`src/rtl/ex_div.sv`:
```
// Iterative radix-2 restoring divider for DIV/DIVU beside the EX stage.
// One quotient bit per cycle; {remainder, quotient} is returned for HI/LO.
module ex_div #(
  parameter int WIDTH = 32,
  parameter int CNT_W = 6
) (
  input  logic               clk,
  input  logic               rst,
  input  logic               signed_div,
  input  logic [WIDTH-1:0]   opdata1,
  input  logic [WIDTH-1:0]   opdata2,
  input  logic               start,
  input  logic               annul,
  output logic [2*WIDTH-1:0] result,
  output logic               ready
);

  typedef enum logic [1:0] {
    S_FREE,
    S_BYZERO,
    S_ON,
    S_END
  } state_t;

  state_t             state_q, state_d;
  logic [CNT_W-1:0]   cnt_q, cnt_d;
  logic [WIDTH-1:0]   rem_q, rem_d;
  logic [WIDTH-1:0]   quo_q, quo_d;
  logic [WIDTH-1:0]   dvs_q, dvs_d;
  logic               sdiv_q, sdiv_d;
  logic               s1_q, s1_d;
  logic               s2_q, s2_d;
  logic [2*WIDTH-1:0] res_q, res_d;
  logic               rdy_q, rdy_d;

  logic [WIDTH:0]     trial;
  logic [WIDTH:0]     diff;
  logic               fits;
  logic               quo_neg;
  logic               rem_neg;
  logic [WIDTH-1:0]   quo_fix;
  logic [WIDTH-1:0]   rem_fix;
  logic               last;

  // quo_q holds unconsumed dividend bits; quotient bits shift in behind them
  assign trial   = {rem_q, quo_q[WIDTH-1]};
  assign diff    = trial - {1'b0, dvs_q};
  assign fits    = ~diff[WIDTH];
  assign quo_neg = sdiv_q & (s1_q ^ s2_q);
  assign rem_neg = sdiv_q & s1_q;
  assign quo_fix = quo_neg ? -quo_q : quo_q;
  assign rem_fix = rem_neg ? -rem_q : rem_q;
  assign last    = (cnt_q == CNT_W'(WIDTH));

  always_comb begin
    state_d = state_q;
    cnt_d   = cnt_q;
    rem_d   = rem_q;
    quo_d   = quo_q;
    dvs_d   = dvs_q;
    sdiv_d  = sdiv_q;
    s1_d    = s1_q;
    s2_d    = s2_q;
    res_d   = res_q;
    rdy_d   = rdy_q;
    unique case (state_q)
      S_FREE: begin
        res_d = '0;
        rdy_d = 1'b0;
        if (start && !annul) begin
          if (opdata2 == '0) begin
            state_d = S_BYZERO;
          end else begin
            state_d = S_ON;
            cnt_d   = '0;
            rem_d   = '0;
            quo_d   = (signed_div && opdata1[WIDTH-1])
                      ? -opdata1 : opdata1;
            dvs_d   = (signed_div && opdata2[WIDTH-1])
                      ? -opdata2 : opdata2;
            sdiv_d  = signed_div;
            s1_d    = opdata1[WIDTH-1];
            s2_d    = opdata2[WIDTH-1];
          end
        end
      end
      S_BYZERO: begin
        state_d = S_END;
        res_d   = '0;
        rdy_d   = 1'b1;
      end
      S_ON: begin
        if (!last) begin
          rem_d = fits ? diff[WIDTH-1:0] : trial[WIDTH-1:0];
          quo_d = {quo_q[WIDTH-2:0], fits};
          cnt_d = cnt_q + CNT_W'(1);
        end else begin
          state_d = S_END;
          res_d   = {rem_fix, quo_fix};
          rdy_d   = 1'b1;
        end
      end
      S_END: begin
        if (!start) begin
          state_d = S_FREE;
          res_d   = '0;
          rdy_d   = 1'b0;
        end
      end
    endcase
    if (annul && state_q != S_FREE) begin
      state_d = S_FREE;
      cnt_d   = '0;
      res_d   = '0;
      rdy_d   = 1'b0;
    end
  end

  always_ff @(posedge clk) begin
    if (rst) begin
      state_q <= S_FREE;
      cnt_q   <= '0;
      rem_q   <= '0;
      quo_q   <= '0;
      dvs_q   <= '0;
      sdiv_q  <= 1'b0;
      s1_q    <= 1'b0;
      s2_q    <= 1'b0;
      res_q   <= '0;
      rdy_q   <= 1'b0;
    end else begin
      state_q <= state_d;
      cnt_q   <= cnt_d;
      rem_q   <= rem_d;
      quo_q   <= quo_d;
      dvs_q   <= dvs_d;
      sdiv_q  <= sdiv_d;
      s1_q    <= s1_d;
      s2_q    <= s2_d;
      res_q   <= res_d;
      rdy_q   <= rdy_d;
    end
  end

  assign result = res_q;
  assign ready  = rdy_q;

endmodule
```
`config.mk`:
```
export PLATFORM = sky130hd
export DESIGN_NAME = ex_div
export DESIGN_NICKNAME = d
export VERILOG_FILES = /design/src/rtl/ex_div.sv
export SDC_FILE = /design/constraint.sdc
export NUM_CORES = 1
export LEC_CHECK = 0
export CORE_MARGIN = 5
export CORE_UTILIZATION = 50
export CTS_BUF_LIST = sky130_fd_sc_hd__clkbuf_8
export CTS_CLUSTER_SIZE = 40
export DETAILED_ROUTE_END_ITERATION = 10
export GPL_TIMING_DRIVEN = 0
export MAX_ROUTING_LAYER = met4
export PLACE_DENSITY = 0.73
export SYNTH_ARGS = -nofsm -noshare
export SYNTH_HDL_FRONTEND = slang
export SYNTH_SLANG_ARGS = --single-unit
export TNS_END_PERCENT = 50
```
`constraint.sdc`:
```
create_clock -name clk -period 3.9 [get_ports clk]
set_input_delay 0.78 -clock clk [delete_from_list [all_inputs] [get_ports clk]]
set_output_delay 0.78 -clock clk [all_outputs]
set_load 0.005 [all_outputs]
```
### Word level (Yosys, flattened, before mapping)

Cells that the tools add are included.

| operators by class | value |
|---|---|
| reduce and logical (&&, ||, !) cells | 15 |
| add/subtract/negate cells | 6 |
| bitwise logic cells | 5 |
| equal/unequal tests | 9 |
| multiplexer cells | 28 |

Operator list:

| kind | count |
|---|---|
| $mux 32 | 11 |
| $pmux 64 s3 | 1 |
| $mux 64 | 2 |
| $neg 32->32 | 4 |
| $pmux 32 s2 | 2 |
| $sub 33x32->33 | 1 |
| $logic_not 32->1 | 1 |
| $mux 6 | 3 |
| $pmux 6 s2 | 1 |
| $ne 2x2->1 const B | 5 |
| $mux 2 | 4 |
| $pmux 2 s4 | 1 |
| $add 6x1->6 const B | 1 |
| $eq 6x6->1 const B | 1 |
| $reduce_and 3->1 | 2 |
| $eq 2x2->1 const B | 2 |
| $logic_and 1x1->1 | 4 |
| $pmux 1 s4 | 1 |
| $reduce_and 4->1 | 1 |
| $reduce_bool 2->1 | 2 |
| $reduce_or 2->1 | 2 |
| $and 1x1->1 | 2 |
| $eq 2x1->1 const B | 1 |
| $logic_not 2->1 | 1 |
| 5 further kinds | 7 |

| word-level totals | value |
|---|---|
| bits of input ports | 69 |
| bits in registers | 172 |

### Logic depth before layout (Yosys ltp)

Gate-level depths: netlist (run 1).

| logic depth | value |
|---|---|
| depth in word-level cells | 5 |
| gate-level depth with buffers | 14 |
| gate-level depth less buffers | 13 |

### Worst setup path after synthesis (run 1)

Ideal clock, no wire load.

| timing path | value |
|---|---|
| kind | input-to-reg |
| start | input port opdata1[18] |
| end | register quo_q[29] |
| cell stages on the path | 10 |
| setup time | 0.132 ns |
| buffers on the path | 0 |
| data required time | 3.768 ns |
| slack | 0.899 ns |
| arrival time | 2.869 ns |
| path through | or4_4 or3_4 or4_4 nor2_1 nand2_1 o31ai_1 xor2_1 o21ai_0 nand2_1 a21oi_1 |

| between the ends | value |
|---|---|
| word-level cells in the longest chain between the ends | 5 |

RTL lines:

| what | line | text |
|---|---|---|
| start: declaration | 10 | `input logic [WIDTH-1:0] opdata1,` |
| $neg 32->32 | 78 | `? -opdata1 : opdata1;` |
| $mux 32 | 78 |  |
| $mux 32 | 71 | `if (opdata2 == '0) begin` |
| $mux 32 | 70 | `if (start && !annul) begin` |
| $pmux 32 s2 | 66 | `unique case (state_q)` |
| end signal: assignment | 135 | `quo_q <= quo_d;` |
| end: declaration | 28 | `logic [WIDTH-1:0] quo_q, quo_d;` |

Every way passes these cells. The select of a mux whose other input is x is not followed.
A chain may end at the register's enable or synchronous reset.

### Final worst setup path (run 1)

| timing path | value |
|---|---|
| start | input port opdata2[0] |
| end | register rem_q[31] |

| between the ends | value |
|---|---|
| word-level cells in the longest chain between the ends | 3 |

RTL lines:

| what | line | text |
|---|---|---|
| start: declaration | 11 | `input logic [WIDTH-1:0] opdata2,` |
| $logic_not 32->1 | 71 |  |
| $ne 2x2->1 (no line) | -- |  |
| $reduce_and 4->1 (no line) | -- |  |
| end signal: assignment | 134 | `rem_q <= rem_d;` |
| end: declaration | 27 | `logic [WIDTH-1:0] rem_q, rem_d;` |

Every way passes these cells.

==> flow_metrics.py, run 1 <==
metrics = {
    "placed_design": {
        "dpl.hpwl_mm": 24.56,
        "portBuffers": 132,
        "dp_cells": 1853,
        "gp_congestion": 0.9009,
        "postPlaceCellArea_um2": 12600,
    },
    "setup_path": {
        "reg2reg_slack_ns": 0.35,
        "regToRegEndpoint": "rem_q[30]$_SDFFE_PP0P_",
        "cpLargestDelayFamily": "simple AND/OR/NAND/NOR gates",
        "start_kind": "input port",
        "path_buf_inv": 3,
        "crit_path_top_delay_cell": "a21oi_2",
        "crit_chain": "clkdlybuf4s50_1 > inv_1 > ha_1 > and2_0 > and4_4 > nor4b_4 > buf_4 > a21oi_2 > nand2_1 > nor2_1 > nand3_1 > mux2i_1 > a211o_1",
        "slowest_delay_ns": 0.59,
        "r2r-start": "quo_q[31]$_SDFFE_PP0P_",
        "criticalPathCategory": "input port to flip-flop",
        "cp_max_fo": 10,
        "critPathArrivalTime_ns": 3.98,
        "worstSetupEndpointType": "flip-flop",
        "cp.required_ns": 4.32,
        "ff2ff_path_depth": 14,
    },
    "yosys": {
        "synth_area_leaders": "dfxtp_1, nand2_1, xor2_1",
        "synth-seq-cells": 172,
        "yosys.area.top_type": "dfxtp_1",
        "netlist.area_leader.share_pct": 31.55,
        "yosysWarnings": 0,
        "ys.flop_type": "dfxtp_1",
        "postSynthCellCount": 1440,
        "ys_types": 63,
        "synthTopCellsByCount": "nand2_1, dfxtp_1, nor2_1",
        "synth_edf_count": 0,
        "async_flop_share_pct": 0,
        "synth_most_common_cell": "nand2_1",
        "synth_nets": 1552,
        "syn_area_um2": 10910,
        "yosysSeqAreaShare_pct": 31.55,
        "avgSynthCellArea_um2": 7.579,
    },
    "timing": {
        "setup_viol": 0,
        "period_minus_slack_ns": 3.561,
        "min_period_over_period_pct": 91.31,
        "relSlewSlack_pct": 37.44,
        "worst_pin_slew_ns": 0.9299,
        "max_clock_freq_mhz": 280.8,
        "fin_worst_skew_ns": 0.009030,
        "final_max_slew_viol_count": 0,
        "rsz0062_at_grt": "no",
        "finalSetupTns_ns": 0,
        "finalHoldViolCount": 0,
    },
    "detailed_routing": {
        "vias_per_cell": 5.554,
        "wl_per_cell_um": 16.23,
        "drc": 0,
        "dr.first_iter.drc_count": 639,
        "wl_mm": 30.63,
        "dr.pass1.iters": 5,
        "ant_nets": 0,
        "dr_total_vias": 10480,
    },
    "power": {
        "switching_power_w": 0.002624,
        "p_int_w": 0.003512,
        "power_w": 0.006136,
        "p_sw_share_pct": 42.76,
        "power_frac_clock_pct": 21.8,
        "peakVddDrop_uv": 257.8,
        "p_leak_nw": 4.875,
        "share_comb_of_total_power_pct": 42.8,
        "pwr-share-seq_pct": 35.4,
        "pwr_density_cell_nw_per_um2": 470.9,
    },
    "finish": {
        "area_growth_syn_to_layout_pct": 19.37,
        "final_cell_area_um2": 13030,
        "drive_gt1_share_pct": 4.294,
        "fin_cells": 1887,
        "num-fill-cells": 2018,
        "final_core_util_pct": 60.07,
        "nets": 1706,
        "antenna_cells": 0,
    },
    "job": {
        "drv_cap": 0,
    },
    "grt": {
        "grt-busiest-layer": "met1",
        "grt-ovfl-total": 0,
        "grt_start_max_net_pins": 17,
        "grtUsageMet1_pct": 38.47,
        "globalRouteTotalUtil_pct": 25.09,
        "grt_pass1_vias": 9254,
        "met3_usage_pct": 3.390,
        "grt_pass1_wl_mm": 48.86,
        "use_met2_pct": 34.48,
        "antenna_found_initial": 0,
    },
    "clocking": {
        "path_clk_slew_ns": 0.09,
        "cts.sink_count": 172,
        "numCtsBuffers": 17,
        "cts_resized": 0,
        "worstSkewPairLatency_ns": 0.47,
        "cts_hold_buffers": 0,
        "clockBufferDepth": 2,
        "cts_tree": "yes",
        "htreeDepth": 4,
        "root_buffer": "clkbuf_8",
        "postCtsSetupBuffers": 0,
    },
    "min_path": {
        "hp-class": "flip-flop to flip-flop",
        "hp-start": "result[62]$_SDFFE_PP0P_",
        "hold_path_end": "result[62]$_SDFFE_PP0P_",
        "holdPathStages": 2,
    },
    "floorplan": {
        "rows": 54,
        "ios": 134,
        "dieHeight_um": 157.7,
        "initial_core_util_pct": 50.32,
        "dieArea_um2": 24880,
        "die_w_um": 157.7,
        "core_um2": 21690,
    },
    "outcome": {
        "status": "completed",
    },
}
[how the worst max path moves through the flow]
| stage | slack (ns) | cells after the start | to | from |
|---|---|---|---|---|
| finish | 0.34 | 13 | rem_q[31]$_SDFFE_PP0P_ | opdata2[0] |
| global route | 0.14 | 14 | rem_q[30]$_SDFFE_PP0P_ | quo_q[31]$_SDFFE_PP0P_ |
| detailed placement | -0.32 | 11 | rem_q[31]$_SDFFE_PP0P_ | opdata2[6] |
| global placement | -0.53 | 10 | dvs_q[27]$_SDFFE_PP0P_ | opdata2[0] |
| floorplan | 0.90 | 10 | quo_q[29]$_SDFFE_PP0P_ | opdata1[18] |
| CTS | 0.18 | 11 | rem_q[31]$_SDFFE_PP0P_ | opdata2[6] |
[power groups by stage]
stage                     registers [W]  clock network, W  logic [W]
after detailed placement        0.00220                 0    0.00258
after floorplan                 0.00213                 0    0.00185
after CTS                       0.00216           0.00135    0.00259
after global routing            0.00219           0.00144    0.00293
final                           0.00217           0.00134    0.00263
after global placement          0.00220                 0    0.00254
[registers in the layout, summed over array words and instances (netlist names)]
name,flops
quo_q,32
cnt_q,6
sdiv_q,1
result,64
s1_q,1
ready,1
dvs_q,32
s2_q,1
state_q,2
rem_q,32
[kinds of logic (layout without fill, tap and decap cells)]
logic type	count (synthesis)	after routing	share of synthesized area [%]
xor+xnor	151	151	12.12
compound gates	415	415	23.27
fa+ha+maj	43	43	4.998
buf+inv	146	313	5.262
flops	172	172	31.55
mux	22	22	2.018
simple gates	491	491	20.78
[per-stage QoR]
step,worst slack [ns],hold WS (ns)
3_5_place_dp,-0.3196,0.4419
3_3_place_gp,-0.5349,0.4381
2_1_floorplan,0.8990,0.4319
4_1_cts,0.1775,0.4594
5_1_grt,0.1359,0.4779
6_report,0.3388,0.4573
[layout make-up]
cell class	count	area, um2	area share, %
plain buffers	86	349.1	2.679
clock buffers	18	247.7	1.901
clock inverters	14	166.4	1.277
inverters	60	225.2	1.729
multi-input cells	1122	6903	52.98
flip-flops and latches	172	3443	26.43
well taps	280	350.3	2.689
repair buffers	135	1344	10.31
[tightest hold or removal path: cells and delay by family, from the launching register on]
family	cells	cell delay, ns
simple gates	1	0.05
compound gates	1	0.05
flops	1	0.32
[layout by cell type, fill, tap and decap left out, types with 5 or more instances in the layout]
| cell | count |
|---|---|
| o21bai_1 | 5 |
| inv_1 | 62 |
| a22oi_1 | 48 |
| mux2i_1 | 22 |
| nor2_1 | 155 |
| o21a_1 | 8 |
| a21oi_1 | 125 |
| a211oi_1 | 39 |
| nor2b_1 | 8 |
| buf_2 | 15 |
| xor2_1 | 76 |
| clkbuf_1 | 68 |
| or4_1 | 7 |
| ha_1 | 42 |
| nand4_1 | 8 |
| a21o_1 | 13 |
| nand3_1 | 19 |
| nand2_1 | 197 |
| nor4_1 | 16 |
| and3_1 | 9 |
| and2_1 | 9 |
| nand2b_1 | 12 |
| o211ai_1 | 6 |
| a31oi_1 | 15 |
| xnor2_1 | 75 |
| clkdlybuf4s50_1 | 132 |
| o41ai_1 | 6 |
| dfxtp_1 | 172 |
| clkbuf_8 | 18 |
| nor3_1 | 20 |
| o31ai_1 | 17 |
| o21ai_0 | 112 |
[routing by layer]
metal / wire length [um] / share of wire, % / vias to the layer above
li1: - / - / 5341
met3: 2278 / 7.4 / 30
met5: 0 / 0 / -
met1: 15420 / 50 / 4761
met4: 444 / 1.4 / 0
met2: 12490 / 41 / 348
Note: power is estimated with default switching activity, not from simulation.
==> run 2, diff against run 1 <==
--- a/config.mk
+++ b/config.mk
@@ -8,6 +8,7 @@
 export CORE_MARGIN = 5
 export CORE_UTILIZATION = 50
 export CTS_BUF_LIST = sky130_fd_sc_hd__clkbuf_8
+export CTS_CLUSTER_DIAMETER = 150
 export CTS_CLUSTER_SIZE = 40
 export DETAILED_ROUTE_END_ITERATION = 10
 export GPL_TIMING_DRIVEN = 0
==> results of run 2 <==
No change in the layout: final DEF, timing and power equal those of run 1.
==> run 3, diff against run 2 <==
--- a/config.mk
+++ b/config.mk
@@ -7,7 +7,6 @@
 export LEC_CHECK = 0
 export CORE_MARGIN = 5
 export CORE_UTILIZATION = 50
-export CTS_BUF_LIST = sky130_fd_sc_hd__clkbuf_8
 export CTS_CLUSTER_DIAMETER = 150
 export CTS_CLUSTER_SIZE = 40
 export DETAILED_ROUTE_END_ITERATION = 10
==> constraint.sdc (replaced) <==
create_clock -name clk -period 3.9 [get_ports clk]
set_input_delay 0.78 -clock clk [delete_from_list [all_inputs] [get_ports clk]]
set_output_delay 0.78 -clock clk [all_outputs]
set_load 0.02 [all_outputs]
==> run 3 against run 2 <==
Die area is the same. Via count increased by 0.57%. Power grew 7.4%. Final cell count unchanged. Routed wire length grew 0.38%. Flip-flop and latch count did not move. Global-route usage is essentially flat. Clock-buffer cell count rose by 2. Critical path type unchanged. Critical endpoint unchanged.
==> flow_metrics.py, run 3 (synthesis results as in run 1) <==
metrics = {
    "clocking": {
        "cts.sink_count": 172,
        "htreeDepth": 4,
        "cts_tree": "yes",
        "path_clk_slew_ns": 0.07,
        "numCtsBuffers": 17,
        "root_buffer": "clkbuf_16",
        "worstSkewPairLatency_ns": 0.43,
        "cts_resized": 0,
        "clockBufferDepth": 2,
    },
    "setup_path": {
        "cpLargestDelayFamily": "simple AND/OR/NAND/NOR gates",
        "critPathArrivalTime_ns": 3.97,
        "criticalPathCategory": "input port to flip-flop",
        "crit_path_top_delay_cell": "a21oi_2",
        "worstSetupEndpointType": "flip-flop",
        "start_kind": "input port",
        "cp_max_fo": 10,
        "cp.required_ns": 4.27,
        "slowest_delay_ns": 0.56,
        "path_buf_inv": 3,
        "crit_chain": "clkdlybuf4s50_1 > inv_1 > ha_1 > and2_0 > and4_4 > nor4b_4 > buf_4 > a21oi_2 > nand2_1 > nor2_1 > nand3_1 > mux2i_1 > a211o_1",
    },
    "power": {
        "pwr_density_cell_nw_per_um2": 498.3,
        "peakVddDrop_uv": 235.3,
        "p_leak_nw": 4.953,
    },
    "min_path": {
        "hp-class": "flip-flop to flip-flop",
    },
    "timing": {
        "finalHoldViolCount": 0,
        "setup_viol": 0,
        "worst_pin_slew_ns": 0.9444,
        "relSlewSlack_pct": 36.46,
        "min_period_over_period_pct": 92.31,
        "max_clock_freq_mhz": 277.8,
        "fin_worst_skew_ns": 0.006641,
        "layout_setup_ws_ns": 0.3000,
        "period_minus_slack_ns": 3.600,
        "final_max_slew_viol_count": 0,
        "rsz0062_at_grt": "no",
    },
    "detailed_routing": {
        "vias_per_cell": 5.586,
        "ant_nets": 0,
        "dr.pass1.iters": 5,
        "dr.first_iter.drc_count": 760,
        "drc": 0,
        "dr_total_vias": 10540,
        "wl_mm": 30.74,
        "wl_per_cell_um": 16.29,
    },
    "job": {
        "drv_cap": 0,
    },
    "finish": {
        "layout_commonest_cell": "nand2_1",
        "num-fill-cells": 1975,
        "fin_cells": 1887,
        "area_growth_syn_to_layout_pct": 21.13,
        "final-seq-area_um2": 3443,
        "multi_input_area_um2": 6903,
        "largest_reg_flops": 64,
        "nets": 1706,
        "drive_gt1_share_pct": 4.294,
        "antenna_cells": 0,
        "final_cell_mix": "nand2_1, dfxtp_1, nor2_1",
    },
    "grt": {
        "grt-ovfl-total": 0,
        "globalRouteTotalUtil_pct": 25.12,
        "grt_start_max_net_pins": 17,
        "grt_pass1_vias": 9253,
        "grt_pass1_wl_mm": 49.02,
        "antenna_found_initial": 0,
    },
    "floorplan": {
        "rows": 54,
        "initial_core_util_pct": 50.32,
        "ios": 134,
        "core_um2": 21690,
        "dieArea_um2": 24880,
        "die_w_um": 157.7,
        "dieHeight_um": 157.7,
    },
    "placed_design": {
        "dp_cells": 1853,
        "dpl.hpwl_mm": 24.56,
        "gp_congestion": 0.9009,
        "dp_slack_ns": -0.3196,
        "portBuffers": 132,
    },
    "outcome": {
        "status": "completed",
    },
}
run 3: changes by cell type in the layout (fill, tap and decap cells not counted), sizes merged:
cell    previous run  this run
inv               67        65
clkbuf            86        88
run 3: cell type report:
cell class	count	area share, %
timing repair buffer	135	10.16
clock buffer	20	3.379
inverter	60	1.704
clock inverter	12	1.202
sequential	172	26.05
buffer	86	2.641
multi-input combinational	1122	52.21
tap	280	2.650
run 3: where the power goes:
part	leakage (nW)	switching, W	internal [W]
clock	0.297	0.000729	0.00103
sequential	1.40	0.000221	0.00195
combinational	3.26	0.00174	0.000908
run 3: path summary, 6_finish.rpt:
kind | from | endpoint | slack [ns] | depth (start not counted)
worst max-delay path | opdata2[0] | rem_q[31]$_SDFFE_PP0P_ | 0.30 | 13
worst min-delay path | result[61]$_SDFFE_PP0P_ | result[61]$_SDFFE_PP0P_ | 0.45 | 2
worst max register to register | quo_q[31]$_SDFFE_PP0P_ | rem_q[30]$_SDFFE_PP0P_ | 0.40 | 14
worst min register to register | result[61]$_SDFFE_PP0P_ | result[61]$_SDFFE_PP0P_ | 0.45 | 2
run 3: worst reg2reg max path, stage by stage, from the launching register on:
cell and delay [ns]:
dfxtp_1 0.36, inv_1 0.07, ha_1 0.23, fa_1 0.40, nor2b_1 0.18, o31ai_1 0.13, a21oi_1 0.28, a21oi_1 0.14
nand2_1 0.09, a31oi_1 0.09, xnor2_1 0.46, clkbuf_1 0.51, o211ai_1 0.16, a31oi_1 0.18, a22oi_1 0.10
run 3: routing by layer:
| metal | vias to the layer above | share of wire (%) | global-route usage (%) |
|---|---|---|---|
| met5 | - | 0 | - |
| met1 | 4796 | 50 | 38.77 |
| met4 | 0 | 1.1 | 5.039 |
| met2 | 360 | 41 | 34.62 |
| li1 | 5359 | - | - |
| met3 | 25 | 7.8 | 3.636 |
run 3: repair_timing:
| action | CTS | global route |
|---|---|---|
| hold buffers | 0 | 0 |
| endpoints found under the setup margin | 0 | 3 |
| buffers inserted | 0 | 2 |
run 3: per-stage QoR:
stage	util, %	cell area (um2)	total power, W	hold slack (ns)	TNS, ns
6_report	60.96	13220	0.006588	0.4518	0
5_1_grt	60.96	13220	0.007015	0.4710	0
4_1_cts	60.89	13210	0.006562	0.4560	0
3_5_place_dp	58.09	12600	0.004808	0.4419	-11.86
3_3_place_gp	58.03	12590	0.004759	0.4381	-15.16
2_1_floorplan	-	10910	0.004001	0.4319	0
